File: src/rtl/mem_ctrl_multi_pkg.sv
// Shared definitions for the multi-port byte-serial memory controller:
// size codes, FSM states and byte helpers.
package mem_ctrl_multi_pkg;

  localparam logic [1:0] SZ_B = 2'b00;
  localparam logic [1:0] SZ_H = 2'b01;
  localparam logic [1:0] SZ_W = 2'b10;

  localparam logic [31:0] ZeroWord = 32'h0000_0000;

  typedef enum logic [1:0] {
    IDLE   = 2'd0,
    XFER   = 2'd1,
    RDWAIT = 2'd2
  } CtrlState;

  // Index of the last byte of a transfer; code 11 behaves as a word.
  function automatic logic [1:0] lastByteIdx(input logic [1:0] size);
    logic [1:0] idx;
    case (size)
      SZ_B:    idx = 2'd0;
      SZ_H:    idx = 2'd1;
      default: idx = 2'd3;
    endcase
    return idx;
  endfunction

  function automatic logic [31:0] putByte(input logic [31:0] w, input logic [1:0] idx,
                                          input logic [7:0] b);
    logic [31:0] r;
    r = w;
    r[{idx, 3'b000} +: 8] = b;
    return r;
  endfunction

  function automatic logic [7:0] getByte(input logic [31:0] w, input logic [1:0] idx);
    return w[{idx, 3'b000} +: 8];
  endfunction

endpackage

File: src/rtl/mem_ctrl_multi_if.sv
// Requester and RAM bus bundle of mem_ctrl_multi; the controller uses the
// slave modport, the requesters/RAM side the master modport.
interface mem_ctrl_multi_if #(
  parameter int N_PORTS = 2,
  parameter int ADDR_W  = 32
);
  logic [N_PORTS-1:0]        req_i;
  logic [N_PORTS-1:0]        we_i;
  logic [2*N_PORTS-1:0]      size_i;
  logic [ADDR_W*N_PORTS-1:0] addr_i;
  logic [32*N_PORTS-1:0]     wdata_i;
  logic [7:0]                mem_din_i;
  logic [ADDR_W-1:0]         mem_a_o;
  logic                      mem_wr_o;
  logic [7:0]                mem_dout_o;
  logic [N_PORTS-1:0]        done_o;
  logic [31:0]               rdata_o;
  logic                      busy_o;

  modport slave (
    input  req_i, we_i, size_i, addr_i, wdata_i, mem_din_i,
    output mem_a_o, mem_wr_o, mem_dout_o, done_o, rdata_o, busy_o
  );

  modport master (
    output req_i, we_i, size_i, addr_i, wdata_i, mem_din_i,
    input  mem_a_o, mem_wr_o, mem_dout_o, done_o, rdata_o, busy_o
  );
endinterface

File: src/rtl/mem_ctrl_multi_arb.sv
// N-way request arbiter: fixed lowest-index priority or round-robin,
// selected by RR_MODE. The round-robin pointer advances only on a taken grant.
module mem_arb
  import mem_ctrl_multi_pkg::*;
#(
  parameter int  N_PORTS = 2,
  parameter int  RR_MODE = 0,
  localparam int IDX_W   = (N_PORTS > 1) ? $clog2(N_PORTS) : 1
) (
  input  logic               clk,
  input  logic               rst_n,
  input  logic               en_i,
  input  logic [N_PORTS-1:0] req_i,
  output logic [N_PORTS-1:0] gnt_o,
  output logic [IDX_W-1:0]   gnt_idx_o,
  output logic               valid_o
);

  logic [IDX_W-1:0] ptr_q;
  logic [IDX_W-1:0] cand;
  logic             found;

  // Scan the ports starting just after the pointer (RR) or at port 0 (fixed).
  always_comb begin
    gnt_idx_o = '0;
    gnt_o     = '0;
    found     = 1'b0;
    cand      = '0;
    for (int i = 0; i < N_PORTS; i++) begin
      if (RR_MODE != 0) cand = IDX_W'((int'(ptr_q) + 1 + i) % N_PORTS);
      else              cand = IDX_W'(i);
      if (!found && req_i[cand]) begin
        found     = 1'b1;
        gnt_idx_o = cand;
      end
    end
    if (found) gnt_o[gnt_idx_o] = 1'b1;
    valid_o = found;
  end

  always_ff @(posedge clk or negedge rst_n) begin
    if (!rst_n)                ptr_q <= IDX_W'(N_PORTS - 1);
    else if (en_i && found)    ptr_q <= gnt_idx_o;
  end

endmodule

File: src/rtl/mem_ctrl_multi.sv
// Serialises byte/half/word requests from N_PORTS requesters onto a byte-wide
// synchronous RAM and assembles read data little-endian.
module mem_ctrl_multi
  import mem_ctrl_multi_pkg::*;
#(
  parameter int N_PORTS = 2,
  parameter int ADDR_W  = 32,
  parameter int RR_MODE = 0
) (
  input logic              clk,
  input logic              rst_n,
  input logic              rdy,
  mem_ctrl_multi_if.slave  bus
);

  localparam int IDX_W = (N_PORTS > 1) ? $clog2(N_PORTS) : 1;

  CtrlState           state_q, state_d;
  logic [1:0]         cnt_q, cnt_d, lastIdx_q, lastIdx_d;
  logic [ADDR_W-1:0]  addr_q, addr_d, memA_q, memA_d;
  logic               we_q, we_d, memWr_q, memWr_d;
  logic [31:0]        wdata_q, wdata_d, asm_q, asm_d, rdata_q, rdata_d;
  logic [7:0]         memDout_q, memDout_d;
  logic [N_PORTS-1:0] owner_q, owner_d, done_q, done_d;
  logic [N_PORTS-1:0] effReq, gnt;
  logic [IDX_W-1:0]   gntIdx;
  logic               gntValid;

  logic [ADDR_W-1:0]  addrArr  [N_PORTS];
  logic [31:0]        wdataArr [N_PORTS];
  logic [1:0]         sizeArr  [N_PORTS];

  for (genvar p = 0; p < N_PORTS; p++) begin : g_split
    assign addrArr[p]  = bus.addr_i[p*ADDR_W +: ADDR_W];
    assign wdataArr[p] = bus.wdata_i[p*32 +: 32];
    assign sizeArr[p]  = bus.size_i[p*2 +: 2];
  end

  // A port whose done pulse is showing cannot win again in that same cycle.
  assign effReq = bus.req_i & ~done_q;

  mem_arb #(.N_PORTS(N_PORTS), .RR_MODE(RR_MODE)) u_arb (
    .clk       (clk),
    .rst_n     (rst_n),
    .en_i      (rdy && (state_q == IDLE)),
    .req_i     (effReq),
    .gnt_o     (gnt),
    .gnt_idx_o (gntIdx),
    .valid_o   (gntValid)
  );

  always_comb begin
    state_d   = state_q;
    cnt_d     = cnt_q;
    lastIdx_d = lastIdx_q;
    addr_d    = addr_q;
    we_d      = we_q;
    wdata_d   = wdata_q;
    owner_d   = owner_q;
    memA_d    = memA_q;
    memWr_d   = memWr_q;
    memDout_d = memDout_q;
    asm_d     = asm_q;
    rdata_d   = rdata_q;
    done_d    = '0;
    case (state_q)
      IDLE: begin
        if (gntValid) begin
          addr_d    = addrArr[gntIdx];
          we_d      = bus.we_i[gntIdx];
          wdata_d   = wdataArr[gntIdx];
          lastIdx_d = lastByteIdx(sizeArr[gntIdx]);
          owner_d   = gnt;
          cnt_d     = 2'd0;
          asm_d     = ZeroWord;
          memA_d    = addrArr[gntIdx];
          memWr_d   = bus.we_i[gntIdx];
          memDout_d = wdataArr[gntIdx][7:0];
          state_d   = XFER;
        end
      end
      XFER: begin
        // Read data lags the address by one cycle, so byte cnt-1 arrives now.
        if (!we_q && (cnt_q != 2'd0)) asm_d = putByte(asm_q, cnt_q - 2'd1, bus.mem_din_i);
        if (cnt_q != lastIdx_q) begin
          cnt_d     = cnt_q + 2'd1;
          memA_d    = addr_q + ADDR_W'(cnt_d);
          memDout_d = getByte(wdata_q, cnt_d);
        end else if (we_q) begin
          memWr_d = 1'b0;
          done_d  = owner_q;
          state_d = IDLE;
        end else begin
          memA_d  = '0;
          memWr_d = 1'b0;
          state_d = RDWAIT;
        end
      end
      RDWAIT: begin
        rdata_d = putByte(asm_q, cnt_q, bus.mem_din_i);
        done_d  = owner_q;
        state_d = IDLE;
      end
      default: state_d = IDLE;
    endcase
  end

  // Every register freezes while rdy is low.
  always_ff @(posedge clk or negedge rst_n) begin
    if (!rst_n) begin
      state_q   <= IDLE;
      cnt_q     <= 2'd0;
      lastIdx_q <= 2'd0;
      addr_q    <= '0;
      we_q      <= 1'b0;
      wdata_q   <= ZeroWord;
      owner_q   <= '0;
      memA_q    <= '0;
      memWr_q   <= 1'b0;
      memDout_q <= 8'h00;
      asm_q     <= ZeroWord;
      rdata_q   <= ZeroWord;
      done_q    <= '0;
    end else if (rdy) begin
      state_q   <= state_d;
      cnt_q     <= cnt_d;
      lastIdx_q <= lastIdx_d;
      addr_q    <= addr_d;
      we_q      <= we_d;
      wdata_q   <= wdata_d;
      owner_q   <= owner_d;
      memA_q    <= memA_d;
      memWr_q   <= memWr_d;
      memDout_q <= memDout_d;
      asm_q     <= asm_d;
      rdata_q   <= rdata_d;
      done_q    <= done_d;
    end
  end

  assign bus.mem_a_o    = memA_q;
  assign bus.mem_wr_o   = memWr_q & rdy;
  assign bus.mem_dout_o = memDout_q;
  assign bus.done_o     = done_q;
  assign bus.rdata_o    = rdata_q;
  assign bus.busy_o     = (state_q != IDLE);

endmodule

File: src/flat_wrapper.sv
// flat-port wrapper written by rule: the top's interface ports become plain ports
module mem_ctrl_multi_flat import mem_ctrl_multi_pkg::*;
#(
  parameter int N_PORTS = 2,
  parameter int ADDR_W  = 32,
  parameter int RR_MODE = 0
)
  (clk, rst_n, rdy, bus_req_i, bus_we_i, bus_size_i, bus_addr_i, bus_wdata_i, bus_mem_din_i, bus_mem_a_o, bus_mem_wr_o, bus_mem_dout_o, bus_done_o, bus_rdata_o, bus_busy_o);
  mem_ctrl_multi_if #(.N_PORTS(N_PORTS), .ADDR_W(ADDR_W)) bus_i ();
  input logic clk;
  input logic rst_n;
  input logic rdy;
  input wire logic [$bits(bus_i.req_i)-1:0] bus_req_i;
  input wire logic [$bits(bus_i.we_i)-1:0] bus_we_i;
  input wire logic [$bits(bus_i.size_i)-1:0] bus_size_i;
  input wire logic [$bits(bus_i.addr_i)-1:0] bus_addr_i;
  input wire logic [$bits(bus_i.wdata_i)-1:0] bus_wdata_i;
  input wire logic [$bits(bus_i.mem_din_i)-1:0] bus_mem_din_i;
  output wire logic [$bits(bus_i.mem_a_o)-1:0] bus_mem_a_o;
  output wire logic [$bits(bus_i.mem_wr_o)-1:0] bus_mem_wr_o;
  output wire logic [$bits(bus_i.mem_dout_o)-1:0] bus_mem_dout_o;
  output wire logic [$bits(bus_i.done_o)-1:0] bus_done_o;
  output wire logic [$bits(bus_i.rdata_o)-1:0] bus_rdata_o;
  output wire logic [$bits(bus_i.busy_o)-1:0] bus_busy_o;
  assign bus_i.req_i = bus_req_i;
  assign bus_i.we_i = bus_we_i;
  assign bus_i.size_i = bus_size_i;
  assign bus_i.addr_i = bus_addr_i;
  assign bus_i.wdata_i = bus_wdata_i;
  assign bus_i.mem_din_i = bus_mem_din_i;
  assign bus_mem_a_o = bus_i.mem_a_o;
  assign bus_mem_wr_o = bus_i.mem_wr_o;
  assign bus_mem_dout_o = bus_i.mem_dout_o;
  assign bus_done_o = bus_i.done_o;
  assign bus_rdata_o = bus_i.rdata_o;
  assign bus_busy_o = bus_i.busy_o;
  mem_ctrl_multi #(.N_PORTS(N_PORTS), .ADDR_W(ADDR_W), .RR_MODE(RR_MODE)) u_core (.clk(clk), .rst_n(rst_n), .rdy(rdy), .bus(bus_i));
endmodule
File: config.mk
export PLATFORM = sky130hd
export DESIGN_NAME = mem_ctrl_multi_flat
export DESIGN_NICKNAME = d
export VERILOG_FILES = /design/src/rtl/mem_ctrl_multi_pkg.sv /design/src/rtl/mem_ctrl_multi_if.sv /design/src/rtl/mem_ctrl_multi_arb.sv /design/src/rtl/mem_ctrl_multi.sv /design/src/flat_wrapper.sv
export SDC_FILE = /design/constraint.sdc
export NUM_CORES = 1
export LEC_CHECK = 0
export BUFFER_PORTS_ARGS = -buffer_cell sky130_fd_sc_hd__buf_4
export CELL_PAD_IN_SITES_DETAIL_PLACEMENT = 1
export CELL_PAD_IN_SITES_GLOBAL_PLACEMENT = 1
export CORE_MARGIN = 1
export CORE_UTILIZATION = 44
export CTS_BUF_LIST = sky130_fd_sc_hd__clkbuf_16
export CTS_CLUSTER_DIAMETER = 100
export DETAILED_ROUTE_END_ITERATION = 12
export GPL_TIMING_DRIVEN = 1
export PLACE_DENSITY_LB_ADDON = 0.1
export SLEW_MARGIN = 0
export SYNTH_ARGS = -nofsm -noshare
export SYNTH_HDL_FRONTEND = slang
export SYNTH_SLANG_ARGS = --single-unit
File: constraint.sdc
create_clock -name clk -period 8.8 [get_ports clk]
set_clock_uncertainty 0.2 [all_clocks]
set_input_delay 0 -clock clk [delete_from_list [all_inputs] [get_ports clk]]
set_output_delay 0 -clock clk [all_outputs]
set_load 0.02 [all_outputs]
==> results of run 1 <==
==> path summary, 6_finish.rpt <==
kind	from	end	cells after the start
max	u_core.cnt_q[0]	u_core.bus.mem_a_o[26]	9
min	rst_n	u_core.bus.rdata_o[21]	2
max reg2reg	u_core.cnt_q[0]	u_core.bus.mem_a_o[26]	9
min reg2reg	u_core.asm_q[18]	u_core.asm_q[18]	2
max in group asynchronous	rst_n	u_core.bus.mem_dout_o[3]	3
min in group clk	bus_wdata_i[22]	u_core.wdata_q[22]	4
==> stage by stage <==
step	area (um2)	instances	power, W	util, %
after floorplan	9040	926	0.00255	-
after global placement	10900	1368	0.00320	54.0
after detailed placement	10900	1368	0.00328	54.0
after CTS	13000	1548	0.00425	64.4
after global routing	13000	1549	0.00461	64.4
final	13000	1549	0.00441	64.4
==> per-layer routing <==
| metal | up-vias | global-route usage (%) |
|---|---|---|
| li1 | 4048 | - |
| met1 | 4613 | 40.6 |
| met2 | 481 | 59.8 |
| met3 | 137 | 6.99 |
| met4 | 0 | 19.1 |
| met5 | - | 0 |
==> what timing repair did <==
item / CTS / global route
hold buffers: 148 / 0
setup buffers: 0 / 0
endpoints found under the setup margin: 0 / 0
hold endpoints to repair: 273 / 0
==> worst max-delay path, delay by kind of cell, from the launching register on <==
family / cells / cell delay [ns]
compound gates: 2 / 0.34
flops: 1 / 0.97
buf+inv: 2 / 0.57
fa+ha+maj: 2 / 1.32
simple gates: 3 / 1.62
==> kinds of logic after synthesis <==
group,share of synthesized area [%]
DFF,49.8
and+or+nand+nor,15.5
AOI/OAI and AO/OA,19.9
xor gates and xnor gates,1.16
adders and majority gates,2.02
muxes,7.60
buffers and inverters,4.07
==> area by class of cell <==
| type | instances | area, um2 | area share (%) |
|---|---|---|---|
| sequential | 180 | 4500 | 34.7 |
| tap | 270 | 338 | 2.60 |
| clock inverter | 15 | 185 | 1.43 |
| inverter | 38 | 143 | 1.10 |
| antenna | 1 | 2.50 | 0.0193 |
| clock buffer | 17 | 425 | 3.27 |
| multi-input combinational | 652 | 4200 | 32.3 |
| timing repair buffer | 376 | 3200 | 24.6 |
==> synth_stat cells, drive strengths merged <==
master,instances
a211oi,1
a21o,2
a21oi,95
a222oi,24
a22o,14
a2bb2oi,8
a31oi,4
and2,5
and3,1
and4,6
buf,18
clkbuf,38
dfrtp,180
fa,1
ha,13
inv,38
mux2,13
mux2i,36
mux4,8
nand2,107
nand2b,2
nand3,15
nand4,16
nor2,56
nor2b,45
nor3,10
nor4,6
nor4b,2
o2111ai,2
o211ai,1
o21a,6
o21ai,83
o221ai,4
o22a,9
o22ai,2
o2bb2ai,2
o31a,6
o31ai,11
o32a,6
or2,2
or3,6
or4,10
xnor2,7
xor2,5
==> power by group through the flow <==
stage	Clock [W]	Sequential [W]	Combinational, W
2_1_floorplan	0	0.00158	0.000971
3_3_place_gp	0	0.00146	0.00174
3_5_place_dp	0	0.00147	0.00181
4_1_cts	0.000809	0.00147	0.00197
5_1_grt	0.000845	0.00154	0.00223
6_report	0.000812	0.00151	0.00209
==> registers in the layout (all words and copies together) (netlist names) <==
name and flops:
u_core.cnt_q 2, u_core.bus.mem_a_o 32, u_core.memWr_q 1, u_core.we_q 1, u_core.asm_q 32, u_core.addr_q 32
u_core.lastIdx_q 2, u_core.wdata_q 32, u_core.bus.done_o 2, u_core.state_q 2, u_core.bus.rdata_o 32, u_core.bus.mem_dout_o 8
u_core.owner_q 2
==> results.cfg, run 1 <==
[layout]
layout.nets = 1426
most-common-layout-cells = 227 x buf_4, 180 x dfrtp_1, 148 x dlygate4sd3_1
layout_commonest_cell = buf_4
synthToLayoutAreaGrowth_pct = 43.7
final_layout_size_suffix_gt1_share_pct = 23.0
fillerInstances = 2242

[worst_setup_path]
critPathMaxFanout = 19
critical_path_required_ns = 8.98
crit_top_cell = inv_1
critPathKind = reg -> reg
reg2reg_setup_slack_ns = 3.70
worstPathArrival_ns = 5.28
critPathMaxStageDelay_ns = 0.97
critPathSlowestCell = dfrtp_1
path_cells = inv_1 > ha_1 > inv_1 > fa_1 > nor2b_1 > nand2_1 > or4_1 > a21oi_1 > o32a_1
worstSetupEndpointType = register
start_kind = register

[detailed_routing]
wl_met3_um = 2240
drc_errors = 0
wirelength_met1_um = 13800
wirelength_um = 36100
wl_per_cell_um = 23.3
top_layer_used = met4
dr_wl_met2_um = 18300
drt_iter0_drc = 658
drt_first_pass_iters = 8
viasPerCell = 5.99
num_vias = 9279
antenna_left = 0

[synth]
yosys.area.top_type_share_pct = 49.8
yosysWarnings = 0
synth_seq_cells = 180
seq_area_frac_synth_pct = 49.8
syn-num-nets = 1087
syn_area_um2 = 9040
ys_top_cells_by_area = dfrtp_1 50%, a21oi_1 5.3%, nand2_1 4.4%
yosysTopAreaCell = dfrtp_1
syn_inst = 926
ys_types = 50
syn_avg_cell_area_um2 = 9.77

[pwr]
pwr-share-clk_pct = 18.4
max-vdd-ir-drop_mv = 0.165
power_frac_seq_pct = 34.2
switching_share_pct = 43.6
p_int_w = 0.00248
power.share.combinational_pct = 47.4
p_leak_nw = 5.94
p_sw_w = 0.00192
p_per_area_nw_per_um2 = 339

[global_routing]
overflow = 0
antenna_found_initial = 1
grt_pass1_wl_um = 56600
grt_max_degree = 106
grt_pass1_vias = 10200
grt.total_usage_pct = 34.7

[die]
dieWidth_um = 145
dieArea_um2 = 21100
start_util_pct = 44.8
die_y_um = 145
num_rows = 52
core_area_um2 = 20200
io_pins = 223

[timing]
fin_crit_sh_pct = 58.0
finalHoldViolCount = 0
tightest_slew_ns = 1.15
hold_slack_ns = 0.0542
setup_violations = 0
grt_setup_unrepaired = false
period_minus_slack_ns = 5.10
drv_slew = 0
worst_slack_ns = 3.70
fin_tns_setup_ns = 0
fmax_mhz = 196
relSlewSlack_pct = 23.4

[placed_design]
io_buffers = 222
routabilityCongestion = 0.771
pre_cts_slack_ns = 3.80
dpl.hpwl_um = 18900

[clock_tree]
clock-root-buffer = clkbuf_16
postCtsResizedCells = 0
cts_max_path_buffers = 2
clock-sinks = 180
cts_buffers = 17
clk_latency_ns = 0.44
clk_pin_slew_ns = 0.08
htree_levels = 4
cts_tree = built

[hold_path]
hold_class = in -> async

[status]
outcome = finished clean

[job]
cap_violations = 0
Note: power is estimated with default switching activity, not from simulation.
==> run 2: changes to the inputs <==
ABC_AREA = 1   (was not set)
CORE_UTILIZATION = 39   (was 44)
clock period = 5.29 ns   (was 8.8 ns; I/O delays follow)
==> results.cfg, run 2 <==
[synth]
ys_top_cells_by_area = dfrtp_1 47%, nand2_1 15%, nor2_1 6.1%
synth_top_flop_cell = dfrtp_1
yosysTopAreaCell = dfrtp_1
syn_inst = 1289
yosysWarnings = 0
yosys.area.top_type_share_pct = 46.9
ys_types = 39
syn_avg_cell_area_um2 = 7.45
syn_area_um2 = 9600
netlist_top_cells_count = 373 x nand2_1, 180 x dfrtp_1, 156 x nor2_1, 105 x inv_1, 94 x a21oi_1
synth_seq_cells = 180
synth_edf_count = 0
syn-num-nets = 1450
seq_area_frac_synth_pct = 46.9
ys_async_sr_fraction_pct = 100
yosysMostFrequentCell = nand2_1

[pwr]
power_frac_seq_pct = 32.6
p_per_area_nw_per_um2 = 522
p_leak_nw = 6.51
pwr-share-clk_pct = 18.1
max-vdd-ir-drop_mv = 0.217
p_sw_w = 0.00329
p_int_w = 0.00382
power.share.combinational_pct = 49.3
switching_share_pct = 46.3

[die]
dieArea_um2 = 25200
dieWidth_um = 159
core_area_um2 = 24200
die_y_um = 159
io_pins = 223
num_rows = 57
start_util_pct = 39.6

[global_routing]
grt_pass1_vias = 11400
antenna_found_initial = 1
grt_pass1_wl_um = 59000
grt.total_usage_pct = 29.5
grt_max_degree = 87
overflow = 0

[detailed_routing]
num_vias = 10300
wirelength_um = 36500
drt_iter0_drc = 561
viasPerCell = 5.21
antenna_left = 0
drc_errors = 0
wl_per_cell_um = 18.5
drt_first_pass_iters = 4

[status]
violations = hold timing
outcome = complete, but fails checks

[worst_setup_path]
critPathKind = reg -> reg
r2r.worst_path.cells = 12
worstSetupEndpointType = register
critPathSlowestCell = ha_1
worstPathArrival_ns = 3.61
critical_path_required_ns = 5.41
critPathMaxFanout = 14
start_kind = register
path_cells = inv_1 > ha_1 > inv_1 > fa_1 > inv_1 > nand2_1 > nor2_1 > nand3_1 > nor2_1 > nand3_1 > nand3_1 > a21oi_1
critPathMaxStageDelay_ns = 0.73
crit_start = u_core.cnt_q[1]
reg2reg_from = u_core.cnt_q[1]

[layout]
layout.nets = 1797
final_core_util_pct = 56.2
final_layout_size_suffix_gt1_share_pct = 18.0
most-common-layout-cells = 372 x nand2_1, 231 x buf_4, 180 x dfrtp_1
layout_commonest_cell = nand2_1
final_cells = 1974
synthToLayoutAreaGrowth_pct = 41.9

[timing]
worst_slack_ns = 1.80
fmax_mhz = 287
drv_slew = 0
tightest_slew_ns = 1.04
relSlewSlack_pct = 30.3
grt_setup_unrepaired = false
finalHoldViolCount = 8
fin_tns_setup_ns = 0
hold_slack_ns = -0.00862
setup_violations = 0
period_minus_slack_ns = 3.49
fin_crit_sh_pct = 66.0

[placed_design]
dpl.hpwl_um = 24000
routabilityCongestion = 0.897
io_buffers = 222
dp_cells = 1788
pre_cts_slack_ns = 1.90

[clock_tree]
clock-sinks = 180
clk_latency_ns = 0.44
postCtsResizedCells = 0
clk_pin_slew_ns = 0.08
cts_buffers = 17
htree_levels = 4
cts_max_path_buffers = 2
clock-root-buffer = clkbuf_16
cts_tree = built

[job]
cap_violations = 0

[hold_path]
hold_class = in -> async
run 2: cell families (layout without fill, tap and decap cells):
| family | count (synthesis) | count (layout) | synth area share, % |
|---|---|---|---|
| buffers and inverters | 174 | 534 | 7.35 |
| AO/OA/AOI/OAI | 284 | 284 | 16.6 |
| other | 0 | 1 | 0 |
| multiplexers | 3 | 3 | 0.313 |
| AND/OR/NAND/NOR | 629 | 629 | 26.4 |
| adder cells (fa/ha/maj) | 14 | 14 | 1.90 |
| XOR/XNOR | 5 | 5 | 0.456 |
| flip-flops | 180 | 180 | 46.9 |
run 2: area by class of cell:
cell class | instances | area [um2]
fillers | 3026 | 10600
flip-flops and latches | 180 | 4500
well taps | 324 | 405
multi-input cells | 935 | 4390
inverters | 117 | 439
diodes | 1 | 2.50
clock inverters | 15 | 170
clock buffers | 17 | 425
repair buffers | 385 | 3280
run 2: what timing repair did:
item                                    in CTS  in global routing
setup buffers                                0                  0
endpoints found under the hold margin      244                  0
endpoints found under the setup margin       0                  0
hold buffers                               153                  0
run 2: layer usage:
layer / global-route usage, % / vias up / routed length, um
met5: 0 / - / 0
met4: 9.53 / 0 / 781
met3: 5.25 / 50 / 1680
met2: 50.6 / 270 / 17800
met1: 37.5 / 5077 / 16200
li1: - / 4897 / -
run 2: power by group through the flow:
stage	registers [W]	clock network (W)	logic, W
3_3_place_gp	0.00233	0	0.00310
3_5_place_dp	0.00233	0	0.00317
5_1_grt	0.00238	0.00134	0.00386
4_1_cts	0.00231	0.00130	0.00347
2_1_floorplan	0.00248	0	0.00175
6_report	0.00232	0.00129	0.00351
run 2: worst max-delay path: cells and delay by family, from the launching register on:
family	cells	cell delay, ns
fa+ha+maj	2	1.22
simple gates	6	0.97
flops	1	0.45
buf+inv	3	0.44
compound gates	1	0.08
run 2: path summary, 6_finish.rpt:
check / to / slack, ns
worst max register to register: u_core.bus.mem_a_o[28] / 1.80
worst max-delay path: u_core.bus.mem_a_o[28] / 1.80
min in group clk: u_core.bus.mem_dout_o[4] / 0.03
max in group asynchronous: u_core.asm_q[25] / 3.39
worst min-delay path: u_core.addr_q[21] / -0.009
worst min register to register: u_core.asm_q[24] / 0.27
run 2: per-stage QoR:
step / power, W / area, um2
floorplan: 0.00423 / 9600
global placement: 0.00543 / 11500
detailed placement: 0.00550 / 11500
CTS: 0.00708 / 13600
global route: 0.00758 / 13600
finish: 0.00711 / 13600
